--- src/rtl/hazard_pkg.sv ---
// Shared types and constants for the hazard/forwarding controller.
// Scoreboard fields are sized for the largest supported AW (8) and NUM_STAGES (15).
package hazard_pkg;

  localparam int SB_AW = 8;
  localparam int SB_VW = 4;

  localparam logic [SB_VW-1:0] FWD_RF    = 4'd0;
  localparam logic [SB_VW-1:0] AVAIL_EX  = 4'd1;
  localparam logic [SB_VW-1:0] AVAIL_MEM = 4'd2;

  typedef logic [SB_VW-1:0] fwd_sel_t;

  typedef struct packed {
    logic             valid;
    logic             wr_en;
    logic [SB_AW-1:0] dst;
    logic [SB_VW-1:0] avail;
  } sb_entry_t;

  localparam int SB_EW = $bits(sb_entry_t);

  // Register 0 is hard-wired, so writes to it are stored as non-writing entries.
  function automatic sb_entry_t make_entry(input logic             valid,
                                           input logic             wr_en,
                                           input logic [SB_AW-1:0] dst,
                                           input logic [SB_VW-1:0] avail);
    sb_entry_t e;
    e.valid = valid;
    e.wr_en = wr_en && (dst != '0);
    e.dst   = dst;
    e.avail = avail;
    return e;
  endfunction

endpackage

--- src/rtl/fwd_match.sv ---
// Per-operand forwarding: finds the youngest in-flight writer of the source
// register and either forwards its stage result or flags a load-use stall.
module fwd_match
  import hazard_pkg::*;
#(
  parameter int NUM_STAGES = 3,
  parameter int AW         = 5,
  parameter int DW         = 32,
  parameter int SW         = $clog2(NUM_STAGES + 1)
) (
  input  logic [AW-1:0]               src,
  input  logic                        used,
  input  logic [DW-1:0]               rf_data,
  input  logic [NUM_STAGES*SB_EW-1:0] board,
  input  logic [NUM_STAGES*DW-1:0]    stage_data,
  output logic [SW-1:0]               sel,
  output logic [DW-1:0]               data,
  output logic                        lu_stall
);

  sb_entry_t e;
  fwd_sel_t  sel_full;
  logic      found;

  // Lowest stage index is the youngest producer, so the first hit wins.
  always_comb begin
    sel_full = FWD_RF;
    data     = rf_data;
    lu_stall = 1'b0;
    found    = 1'b0;
    e        = '0;
    if (used && (src != '0)) begin
      for (int s = 1; s <= NUM_STAGES; s++) begin
        e = sb_entry_t'(board[(s-1)*SB_EW +: SB_EW]);
        if (!found && e.valid && e.wr_en && (e.dst == SB_AW'(src))) begin
          found = 1'b1;
          if (SB_VW'(s) >= e.avail) begin
            sel_full = SB_VW'(s);
            data     = stage_data[(s-1)*DW +: DW];
          end else begin
            lu_stall = 1'b1;
          end
        end
      end
    end
  end

  assign sel = sel_full[SW-1:0];

endmodule

--- src/rtl/hazard_ctrl.sv ---
// Hazard and forwarding controller: in-flight destination scoreboard for E..W,
// operand forwarding, load-use stall and data-bus freeze. Optional HAZARD_STATS_EN adds perf counters.
module hazard_ctrl
  import hazard_pkg::*;
#(
  parameter int NUM_STAGES = 3,
  parameter int NUM_SRC    = 2,
  parameter int AW         = 5,
  parameter int DW         = 32
) (
  input  logic                                       clk,
  input  logic                                       resetn,
  input  logic                                       id_valid,
  input  logic [NUM_SRC*AW-1:0]                      id_src,
  input  logic [NUM_SRC-1:0]                         id_src_used,
  input  logic [NUM_SRC*DW-1:0]                      rf_data,
  input  logic                                       id_wr_en,
  input  logic [AW-1:0]                              id_dst,
  input  logic [$clog2(NUM_STAGES+1)-1:0]            id_avail,
  input  logic [NUM_STAGES*DW-1:0]                   stage_data,
  input  logic                                       d_busy,
  input  logic                                       flush,
  output logic [NUM_SRC*$clog2(NUM_STAGES+1)-1:0]    fwd_sel,
  output logic [NUM_SRC*DW-1:0]                      fwd_data,
  output logic                                       stall_fd,
  output logic                                       bubble_e,
  output logic                                       freeze
`ifdef HAZARD_STATS_EN
  ,
  output logic [31:0]                                perf_lu,
  output logic [31:0]                                perf_frz
`endif
);

  localparam int SW = $clog2(NUM_STAGES + 1);

  sb_entry_t                   board_q [1:NUM_STAGES];
  logic [NUM_STAGES*SB_EW-1:0] board_flat;
  logic [NUM_SRC-1:0]          lu_vec;
  logic                        lu_stall;
  sb_entry_t                   new_entry;

  for (genvar s = 1; s <= NUM_STAGES; s++) begin : g_flat
    assign board_flat[(s-1)*SB_EW +: SB_EW] = board_q[s];
  end

  for (genvar i = 0; i < NUM_SRC; i++) begin : g_src
    fwd_match #(
      .NUM_STAGES(NUM_STAGES),
      .AW        (AW),
      .DW        (DW),
      .SW        (SW)
    ) u_match (
      .src       (id_src[i*AW +: AW]),
      .used      (id_src_used[i]),
      .rf_data   (rf_data[i*DW +: DW]),
      .board     (board_flat),
      .stage_data(stage_data),
      .sel       (fwd_sel[i*SW +: SW]),
      .data      (fwd_data[i*DW +: DW]),
      .lu_stall  (lu_vec[i])
    );
  end

  // Stall controls depend only on the board and addresses, never on data.
  assign lu_stall = id_valid & (|lu_vec);
  assign freeze   = d_busy;
  assign stall_fd = d_busy | lu_stall;
  assign bubble_e = lu_stall & ~d_busy;

  assign new_entry = make_entry(1'b1, id_wr_en, SB_AW'(id_dst), SB_VW'(id_avail));

  // Flush beats freeze so a redirect during a bus wait still empties the board.
  always_ff @(posedge clk) begin
    if (!resetn || flush) begin
      for (int s = 1; s <= NUM_STAGES; s++) begin
        board_q[s] <= '0;
      end
    end else if (!d_busy) begin
      for (int s = NUM_STAGES; s >= 2; s--) begin
        board_q[s] <= board_q[s-1];
      end
      board_q[1] <= (lu_stall || !id_valid) ? sb_entry_t'('0) : new_entry;
    end
  end

`ifdef HAZARD_STATS_EN
  // Saturating event counters; only reset clears them.
  always_ff @(posedge clk) begin
    if (!resetn) begin
      perf_lu  <= '0;
      perf_frz <= '0;
    end else begin
      if (bubble_e && (perf_lu != 32'hFFFF_FFFF)) begin
        perf_lu <= perf_lu + 32'd1;
      end
      if (freeze && (perf_frz != 32'hFFFF_FFFF)) begin
        perf_frz <= perf_frz + 32'd1;
      end
    end
  end
`else
  // Statistics build option absent: no counters are kept.
`endif

endmodule
--- config.mk ---
export PLATFORM = sky130hd
export DESIGN_NAME = hazard_ctrl
export DESIGN_NICKNAME = d
export VERILOG_FILES = /design/src/rtl/hazard_pkg.sv /design/src/rtl/fwd_match.sv /design/src/rtl/hazard_ctrl.sv
export SDC_FILE = /design/constraint.sdc
export NUM_CORES = 1
export LEC_CHECK = 0
export BUFFER_PORTS_ARGS = -buffer_cell sky130_fd_sc_hd__buf_2
export CORE_UTILIZATION = 30
export DETAILED_ROUTE_END_ITERATION = 16
export MAX_ROUTING_LAYER = met4
export REMOVE_ABC_BUFFERS = 1
export SYNTH_ARGS = -nofsm -noshare
export SYNTH_HDL_FRONTEND = slang
export SYNTH_SLANG_ARGS = --single-unit
--- constraint.sdc ---
create_clock -name clk -period 3.5 [get_ports clk]
set_input_delay 0.35 -clock clk [delete_from_list [all_inputs] [get_ports clk]]
set_output_delay 0.35 -clock clk [all_outputs]
set_load 0.005 [all_outputs]
Word level (Yosys, flattened, before mapping)
Memories as Yosys holds them, arrays and structs flattened.
Index checks and enable logic that the tools add are counted.
W data, S select, Z words.
- $add $sub $neg: 0
- multiply operators: 0
- div/mod/pow operators: 0
- order comparisons: 3
- equality and inequality tests: 6
- shift-type cells: 0
- multiplexer cells: 57
- bitwise operators: 7
- reduce and logical (&&, ||, !) cells: 30
- operators by type and width (cell ; number):
    $mux W32 ; 14
    $mux W14 ; 4
    $eq A8 B5 Y1 ; 6
    $mux W1 ; 29
    $mux W2 ; 10
    $logic_and A1 B1 Y1 ; 18
    $reduce_bool A5 Y1 ; 3
    $ge A2 B4 Y1 const A ; 2
    $logic_not A1 Y1 ; 6
    $ge A1 B4 Y1 const A ; 1
    $or A1 B1 Y1 ; 4
    $and A1 B1 Y1 ; 2
    $logic_or A1 B1 Y1 ; 2
    $reduce_or A2 Y1 ; 1
    $not A1 Y1 ; 1
- register bits: 0
- latch bits: 0
- bits in writable memories: 42
- memory bits (read-only): 0
- bits of input ports: 185
- memories: 1
- memory list (memory ; words ; width ; read ports ; clocked after Yosys merged registers in ; wr ports ; RTL line ; text):
    board_q ; 3 ; 14 ; 3 ; 0 ; 3 ; hazard_ctrl.sv:37 ; sb_entry_t board_q [1:NUM_STAGES];

Logic depth before layout (Yosys ltp)
Gate-level depths: netlist of run 1.
An unclocked memory read counts as a cell.
- word-level depth: 22
- gate-level depth with buffers: 8
- mapped depth without buffers: 6

By module
Synthesis of run 1 repeated with hierarchy kept, for this count alone.
- cells, all modules: 619
- area total of the unflattened synthesis: 4294.1 um2
- modules (own cells, without submodules) (module ; times used ; cells an instance ; area each (um2) ; seq. area each (um2)):
    fwd_match ; 2 ; 277 ; 1616.6 ; 0.0
    hazard_ctrl ; 1 ; 65 ; 1061.0 ; 810.8

Least setup slack after synthesis of run 1
OpenSTA, ideal clock, no wires.
- path type: register -> output
- start point: register, netlist name board_q[0][33]
- end point: output fwd_data[10]
- arrival: 1.940 ns
- setup slack: 1.210 ns
- stages on the path, launching flop included: 9
- path buffers: 2
- cells stage by stage: edfxtp_1 > xnor2_1 > nand4_2 > or4_4 > buf_6 > o21ai_4 > o21a_4 > buf_8 > o32a_1
- RTL lines (element ; RTL line ; text):
    end: declaration ; hazard_ctrl.sv:24 ; output logic [NUM_SRC*DW-1:0] fwd_data,

==> reports/qor.txt, run 1 <==
Design Area, Final: 0.00534 mm^2
max-slew violations: 0
Final Cycle Share: 93.3%
WHS: 0.368 ns
number of gates resized after cts: 0
fin crit period: 3.27 ns
Worst path max stage delay: 0.76 ns
Die Ht: 116 um
Vias: 5220
DRT iter0 DRCs: 584
post-CTS setup buffer count: 0
synthesized cell area: 0.00387 mm^2
clock root cell: clkbuf_16
crit path cell chain: xnor2_1, nand4_2, or4_4, o21ai_4, o21a_4, o32a_1, buf_2
number of vias per cell: 5.56
Crit path max-delay family: simple AND/OR/NAND/NOR gates
initial core utilization: 30.7%
critical path data arrival time: 2.92 ns
max reg flops: 25
# DRC: 0
most common cell in the netlist: nor2_1
Clock Path Buffers: 2
vias in the first global route: 4654
total track usage: 25.6%
CTS tree: yes
cell taking the most area after synthesis: edfxtp_1
max-cap violations: 0
Remaining Overflow, GRT: 0
RSZ-0062 raised after global routing: no
Worst-Margin Slew: 0.877 ns
post-layout util: 42.3%
CP Launch Type: flip-flop
RD Place Congestion: 0.930
Final setup viols: 0
Area after DPL: 0.00524 mm^2
CTS Sinks: 25
Hold Path Class: primary input to flip-flop
I/O pin count: 256
EDFF count, synth: 25
synth unique cells: 60
Peak VDD IR: 0.000267 V
chip width: 116 um
largest registers: board_q: 25 flops
Synth Flop Type: edfxtp_1
Max FO, Critical Path: 30
Yosys reg bits: 25
pre-CTS setup slack: 0.477 ns
H-Tree Depth: 1
worst path bufs/invs: 1
share of layout cells above drive strength 1: 39.2%
total CTS buffers: 3
core box area: 0.0126 mm^2
1st-pass router iterations: 5
cells after synthesis: 534
PwrDens: 181 mW/mm^2
Pleak: 2.33 nW
M2 GR Usage: 41.6%
met1 Use GR: 31.5%
sequential cell area fraction in the yosys report: 19.4%
Yosys warning count: 0
final hold vios: 0
Worst-Skew Late Latency: 0.26 ns
crit end category: output port
DRT antenna net count: 0
skew final: 0.00275 ns
setup ws final: 0.234 ns
routed len/inst: 19.2 um
first-pass GRT wire length: 25.4 mm
kind of critical path: flip-flop to output port
Max Fclk: 306 MHz
Synth Area per Inst: 7.24 um^2
asr flop ratio synth: 0%
# hold bufs at CTS: 0
slowest stage cell, crit path: or4_4
top cell type's share of synthesized area: 19.4%
antenna violations before repair: 7
DIE AREA: 0.0134 mm^2
busiest grt layer: met2
Post-Route WL: 18.1 mm
commonest cells in the netlist: 136 x nor2_1, 65 x a21oi_1, 59 x o32a_1, 33 x o21ai_0, 26 x o21ai_1
met3 Use GR: 3.40%
Clock transition at path regs: 0.06 ns
largest net degree at the start of global routing: 41
Cell Rows: 41
dominant cells by area after synthesis: edfxtp_1 19%, o32a_1 15%, nor2_1 13%
Max-slew headroom: 41.4%
status: complete, no violations
Biggest register: board_q
DP HPWL: 13.7 mm
CP required: 3.15 ns
port bufs: 255
Layout Nets: 946
Area growth, synth to finish: 37.9%
[worst reg2reg max path, delay by kind of cell (launching register included)]
kind                      cells  cell delay (ns)
AOI/OAI and AO/OA             1             0.28
DFF                           1             0.44
xor gates and xnor gates      1             0.19
and+or+nand+nor               3             1.13
muxes                         1             0.22
[where the power goes]
| part | switching, mW | internal [mW] | total, mW |
|---|---|---|---|
| Sequential | 0.0129 | 0.342 | 0.355 |
| Combinational | 0.187 | 0.169 | 0.356 |
| Clock | 0.0996 | 0.156 | 0.255 |
[layout make-up]
| class | instances | area, um^2 |
|---|---|---|
| antenna | 7 | 17.5 |
| fill | 1400 | 7280 |
| clock buffer | 4 | 78.8 |
| sequential | 25 | 751 |
| multi-input combinational | 458 | 2830 |
| timing repair buffer | 272 | 1440 |
| inverter | 1 | 3.75 |
| tap | 172 | 215 |
[per-stage QoR]
step	total power, mW	setup TNS (ns)	instances
CTS	0.967	0	932
global placement	0.713	0	928
detailed placement	0.713	0	928
global route	1.01	0	939
floorplan	0.495	-14.53	484
finish	0.967	0	939
[routing by layer]
| layer | wire length, um | vias up |
|---|---|---|
| li1 | - | 2446 |
| met1 | 7470 | 2452 |
| met2 | 8740 | 277 |
| met3 | 1340 | 45 |
| met4 | 520 | 0 |
| met5 | 0 | - |
[path summary, 6_finish.rpt]
check / depth (start not counted) / slack [ns] / endpoint / from
min reg2reg: 1 / 0.54 / board_q[0][28] / board_q[0][14]
min: 2 / 0.37 / board_q[0][14] / id_avail[0]
max reg2reg: 6 / 1.00 / board_q[0][15] / board_q[0][19]
max: 7 / 0.23 / fwd_data[3] / board_q[0][33]
[layout by cell type (no fill, tap or decap), types with 2 or more instances in the layout]
cell type / instances
o21ai_0: 32
o21ai_1: 26
nor3_1: 6
buf_12: 3
or3_1: 3
o21ai_2: 3
a31oi_1: 2
buf_4: 14
xnor2_1: 15
nand3_1: 8
a21oi_1: 65
and2_1: 25
o32a_1: 59
mux2i_1: 4
nor4_1: 4
or2_2: 2
nor2_1: 136
nand2_1: 10
o31ai_1: 2
nor4_4: 2
o21ai_4: 2
diode_2: 7
xor2_1: 15
nor3b_1: 2
o2bb2ai_1: 2
clkbuf_16: 3
edfxtp_1: 25
and3_1: 2
nor4_2: 2
buf_2: 255
[cell families after synthesis]
| logic type | share of synthesized area (%) |
|---|---|
| flops | 19.4 |
| simple gates | 26.3 |
| mux | 1.33 |
| buf+inv | 8.44 |
| xor+xnor | 6.79 |
| compound gates | 37.7 |
(Power assumes the default switching activity.)
==> run 2, diff against run 1 <==
==> constraint.sdc (replaced) <==
create_clock -name clk -period 4.2 [get_ports clk]
set_input_delay 0.42 -clock clk [delete_from_list [all_inputs] [get_ports clk]]
set_output_delay 0.42 -clock clk [all_outputs]
set_load 0.005 [all_outputs]
==> run 2 against run 1 <==
  * First-iteration DRC count increased by 0.51%
  * Total power is 17% lower
  * Register-to-register slack better by 0.63 ns
  * Final area shrank 1.0%
  * Clock-buffer cell count decreased by 1
  * Critical path type unchanged
  * Critical endpoint is now fwd_data[12]
==> reports/qor.txt, run 2 (synthesized netlist as in run 1, its figures left out) <==
status: complete, no violations
Max-slew headroom: 39.5% (-1.9 points)
largest registers: board_q: 25 flops
most common cell after layout, fill and taps aside: buf_2
critical path data arrival time: 2.96 ns (+0.04 ns)
Hold Path Class: primary input to flip-flop
max-slew violations: 0 (unchanged)
DP HPWL: 13.1 mm (-4.1%)
Layout Nets: 942 (-0.42%)
number of gates resized after cts: 0 (unchanged)
kind of critical path: flip-flop to output port
CTS Sinks: 25 (unchanged)
RD Place Congestion: 0.912 (-1.9%)
1st-pass router iterations: 5 (unchanged)
Clock transition at path regs: 0.06 ns (about the same)
Max Fclk: 295 MHz
DRT iter0 DRCs: 587 (+0.51%)
DIE AREA: 0.0134 mm^2 (unchanged)
Hold Startpoint: id_avail[0]
largest net degree at the start of global routing: 41 (unchanged)
post-layout util: 41.9% (-0.43 points)
r2r endpoint: board_q[0][26]
Die Ht: 116 um (unchanged)
Worst-Skew Late Latency: 0.26 ns (about the same)
Final Cycle Share: 80.6%
reg2reg path depth: 6 (unchanged)
worst r2r src: board_q[0][20]
Cell Rows: 41 (unchanged)
Pleak: 2.30 nW (-1.2%)
number of vias per cell: 5.50 (-1.0%)
WHS: 0.435 ns (+0.0666 ns)
total power draw: 801 uW (-17%)
core box area: 0.0126 mm^2 (unchanged)
clock root cell: clkbuf_16
Peak VDD IR: 0.000170 V (-37%)
reg-to-reg setup timing slack: 1.63 ns (+0.63 ns)
total CTS buffers: 3 (unchanged)
Biggest register: board_q
worst hold endpoint: board_q[0][14]
max-cap violations: 0 (unchanged)
chip width: 116 um (unchanged)
I/O pin count: 256 (unchanged)
Layout fillers: 1415 (+1.1%)
# DRC: 0 (unchanged)
Worst Hold Depth: 2 (unchanged)
skew final: 0.00428 ns (+0.00153 ns)
Remaining Overflow, GRT: 0 (unchanged)
crit end category: output port
RSZ-0062 raised after global routing: no
first-pass GRT wire length: 26.4 mm (+3.9%)
fin crit period: 3.38 ns
initial core utilization: 30.7% (unchanged)
share of layout cells above drive strength 1: 39.2% (-0.057 points)
H-Tree Depth: 1 (unchanged)
routed len/inst: 19.1 um (-0.82%)
CP required: 3.78 ns (+0.63 ns)
antenna violations before repair: 5 (-2)
CTS tree: yes
Final setup viols: 0 (unchanged)
Post-Route WL: 17.8 mm (-1.5%)
final hold vios: 0 (unchanged)
CP Launch Type: flip-flop
port bufs: 255 (unchanged)
post-CTS setup buffer count: 0 (unchanged)
# hold bufs at CTS: 0 (unchanged)
DRT antenna net count: 0 (unchanged)
max reg flops: 25 (unchanged)
Clock Path Buffers: 2 (unchanged)
final setup TNS: 0 ns (unchanged)
Worst-Margin Slew: 0.905 ns (+0.0281 ns)
PwrDens: 152 mW/mm^2 (-16%)
vias in the first global route: 4758 (+2.2%)
Area growth, synth to finish: 36.5%
Vias: 5135 (-1.6%)
total track usage: 26.2% (+0.62 points)
most frequent cells in the layout: 255 x buf_2, 136 x nor2_1, 65 x a21oi_1
Max FO, Critical Path: 40 (+33%)
## run 2: cell count changes in the layout (fill, tap and decap cells not counted)
cell      delta
buf_12       -2
nor3b_1      -1
clkbuf_1     -1
buf_4        -2
diode_2      -2
nor3b_2      +1
clkinv_2     +1
## run 2: layout make-up
cell class	count	area, um^2	area share [%]
diodes	5	12.5	0.237
clock buffers	3	75.1	1.42
well taps	172	215	4.07
flip-flops and latches	25	751	14.2
inverters	1	3.75	0.0711
repair buffers	268	1390	26.2
multi-input cells	458	2830	53.6
clock inverters	1	5.00	0.0948
## run 2: power by group
part,total [mW],leakage (nW),internal [mW],switching (mW)
Sequential,0.297,0.291,0.285,0.0115
Clock,0.212,0.0409,0.128,0.0842
Combinational,0.292,1.96,0.139,0.153
Total,0.801,2.30,0.553,0.248
## run 2: worst max path at each step
stage,from,to,slack [ns],depth (start not counted)
after global placement,id_src[1],fwd_data[12],1.04,9
after global routing,board_q[0][22],fwd_data[29],0.65,8
after detailed placement,id_src[1],fwd_data[12],1.05,9
after floorplan,id_src[0],fwd_data[6],0.1,5
final,board_q[0][20],fwd_data[12],0.82,8
after CTS,board_q[0][20],fwd_data[12],0.82,8
## run 2: metrics by stage
stage	cells	worst slack, ns	cell area [um^2]
after floorplan	484	0.0963	3550
after global placement	924	1.04	5190
after detailed placement	924	1.05	5190
after CTS	928	0.822	5270
after global routing	933	0.654	5280
final	933	0.816	5280
## run 2: per-layer routing
| layer | vias up | global-route usage, % | wire length (um) |
|---|---|---|---|
| met5 | - | - | 0 |
| met4 | 0 | 12.0 | 761 |
| met3 | 53 | 5.86 | 1470 |
| met2 | 248 | 41.5 | 8380 |
| met1 | 2400 | 31.6 | 7190 |
| li1 | 2434 | - | - |
## run 2: critical path, cell delays in order (launching register included)
cell      delay [ns]
edfxtp_1        0.47
xnor2_1         0.20
nand4_1         0.21
or3_2           0.73
buf_4           0.38
o21ai_1         0.13
a21oi_1         0.06
o32a_1          0.36
buf_2           0.14
==> run 3, diff against run 2 <==
==> constraint.sdc (replaced) <==
create_clock -name clk -period 2.85 [get_ports clk]
set_input_delay 0.285 -clock clk [delete_from_list [all_inputs] [get_ports clk]]
set_output_delay 0.285 -clock clk [all_outputs]
set_load 0.005 [all_outputs]
==> run 3 against run 2 <==
  * Clock skew barely moved
  * Hold slack worse by 0.13 ns
  * Register-to-register slack lost 0.98 ns
  * First-iteration DRC count shrank 14%
  * Non-clock buffer count grew 19
  * Global-route usage is 0.24 points lower
  * Final area is 5.3% higher
  * Total power is 49% higher
  * Cell count increased by 2.4%
  * Worst setup slack lost 0.76 ns
  * Critical path type unchanged
  * Critical endpoint is now fwd_data[3]
  * Highest routed layer unchanged
==> reports/qor.txt, run 3 (synthesized netlist as in run 1, its figures left out) <==
Remaining Overflow, GRT: 0 (unchanged)
Max Fclk: 358 MHz
H-Tree Depth: 1 (unchanged)
kind of critical path: flip-flop to output port
Pleak: 2.43 nW (+5.7%)
fin crit period: 2.79 ns
port bufs: 255 (unchanged)
CP required: 2.57 ns (-1.21 ns)
WHS: 0.300 ns (-0.135 ns)
RSZ-0062 raised after global routing: yes
core box area: 0.0126 mm^2 (unchanged)
Final Cycle Share: 97.9%
max-slew violations: 0 (unchanged)
reg-to-reg setup timing slack: 0.65 ns (-0.98 ns)
Worst-Skew Late Latency: 0.26 ns (about the same)
largest registers: board_q: 25 flops
Max FO, Critical Path: 29 (-28%)
CP Capture Point: fwd_data[3]
vias in the first global route: 4788 (+0.63%)
met1 WL: 7.24 mm (+0.70%)
Area growth, synth to finish: 43.8%
I/O pin count: 256 (unchanged)
Setup crit start: board_q[0][35]
first-pass GRT wire length: 25.9 mm (-1.9%)
final hold vios: 0 (unchanged)
routed len/inst: 18.9 um (-0.86%)
CTS tree: yes
Hold Path Class: primary input to flip-flop
Biggest register: board_q
r2r endpoint: board_q[0][18]
total CTS buffers: 3 (unchanged)
clock root cell: clkbuf_16
Worst-Margin Slew: 0.592 ns (-0.313 ns)
dpl cells: 935 (+1.2%)
met2 WL: 8.66 mm (+3.3%)
DP HPWL: 13.5 mm (+3.0%)
Clock Path Buffers: 2 (unchanged)
Final setup viols: 0 (unchanged)
met3 wire length: 1.39 mm (-5.7%)
most common cell after layout, fill and taps aside: buf_2
critical path data arrival time: 2.50 ns (-0.46 ns)
DIE AREA: 0.0134 mm^2 (unchanged)
total track usage: 25.9% (-0.24 points)
share of layout cells above drive strength 1: 41.9% (+2.7 points)
reg2reg path depth: 7 (+1)
crit path cell chain: xnor2_1, nand4_2, or4_4, buf_12, o21ai_2, a21oi_2, o32a_1, buf_2
CP Launch Type: flip-flop
Layout Nets: 962 (+2.1%)
Top Layer Used: met4
post-layout util: 44.1% (+2.2 points)
status: complete, no violations
slowest stage cell, crit path: or4_4
antenna violations before repair: 6 (+1)
# DRC: 0 (unchanged)
initial core utilization: 30.7% (unchanged)
Max-slew headroom: 60.5% (+21 points)
chip width: 116 um (unchanged)
Clock transition at path regs: 0.06 ns (about the same)
max-cap violations: 0 (unchanged)
DRT antenna net count: 0 (unchanged)
Cell Rows: 41 (unchanged)
max reg flops: 25 (unchanged)
Worst path max stage delay: 0.55 ns (-0.18 ns)
number of vias per cell: 5.47 (-0.53%)
skew final: 0.00459 ns (+0.000315 ns)
Hold Startpoint: id_avail[0]
1st-pass router iterations: 5 (unchanged)
PwrDens: 215 mW/mm^2 (+42%)
DRT iter0 DRCs: 505 (-14%)
crit end category: output port
Post-Route WL: 18.1 mm (+1.5%)
CTS Sinks: 25 (unchanged)
Die Ht: 116 um (unchanged)
worst r2r src: board_q[0][36]
RD Place Congestion: 0.909 (-0.36%)
most frequent cells in the layout: 254 x buf_2, 135 x nor2_1, 64 x a21oi_1
largest net degree at the start of global routing: 49 (+20%)
final setup TNS: 0 ns (unchanged)
Peak VDD IR: 0.000252 V (+49%)
Layout Cells excl Fill: 955 (+2.4%)
Vias: 5228 (+1.8%)
run 3: through the flow:
| step | setup WS (ns) | area [um^2] | total power, mW |
|---|---|---|---|
| 2_1_floorplan | -0.984 | 3550 | 0.607 |
| 3_3_place_gp | 0.252 | 5320 | 0.873 |
| 3_5_place_dp | 0.235 | 5320 | 0.872 |
| 4_1_cts | 0.000637 | 5440 | 1.19 |
| 5_1_grt | -0.0245 | 5560 | 1.26 |
| 6_report | 0.0603 | 5560 | 1.20 |
run 3: worst min-delay path by stage:
| stage | endpoint | cells after the start | slack, ns |
|---|---|---|---|
| final | board_q[0][14] | 2 | 0.30 |
| after global placement | board_q[0][28] | 1 | 0.51 |
| after CTS | board_q[0][14] | 2 | 0.30 |
| after floorplan | board_q[0][14] | 1 | 0.48 |
| after detailed placement | board_q[0][28] | 1 | 0.54 |
| after global routing | board_q[0][14] | 2 | 0.30 |
run 3: repair_timing:
action	4_1_cts	5_1_grt
cloned	0	1
endpoints found under the hold margin	0	0
hold buffers	0	0
pin swaps	5	8
buffers inserted	6	2
setup endpoints to repair	16	61
gates resized for setup	1	17
run 3: report_power, final:
part	total (mW)	internal (mW)	switching [mW]
Combinational	0.454	0.218	0.236
Clock	0.309	0.191	0.118
Sequential	0.433	0.420	0.0128
run 3: final cells by class:
type                       instances  area (um^2)
timing repair buffer             287         1590
sequential                        25          751
clock buffer                       4         78.8
antenna                            7         17.5
inverter                           1         3.75
fill                            1367         7060
tap                              172          215
multi-input combinational        459         2900
run 3: worst max-delay path, delay by kind of cell (launching register included):
family | cells | cell delay [ns]
compound gates | 3 | 0.55
simple gates | 2 | 0.69
buf+inv | 2 | 0.34
xor+xnor | 1 | 0.22
flops | 1 | 0.43
run 3: per-layer routing:
layer  global-route usage (%)  vias up
met5                        -        -
met4                     15.3        0
met3                     3.56       52
met2                     41.0      283
met1                     31.6     2411
li1                         -     2482
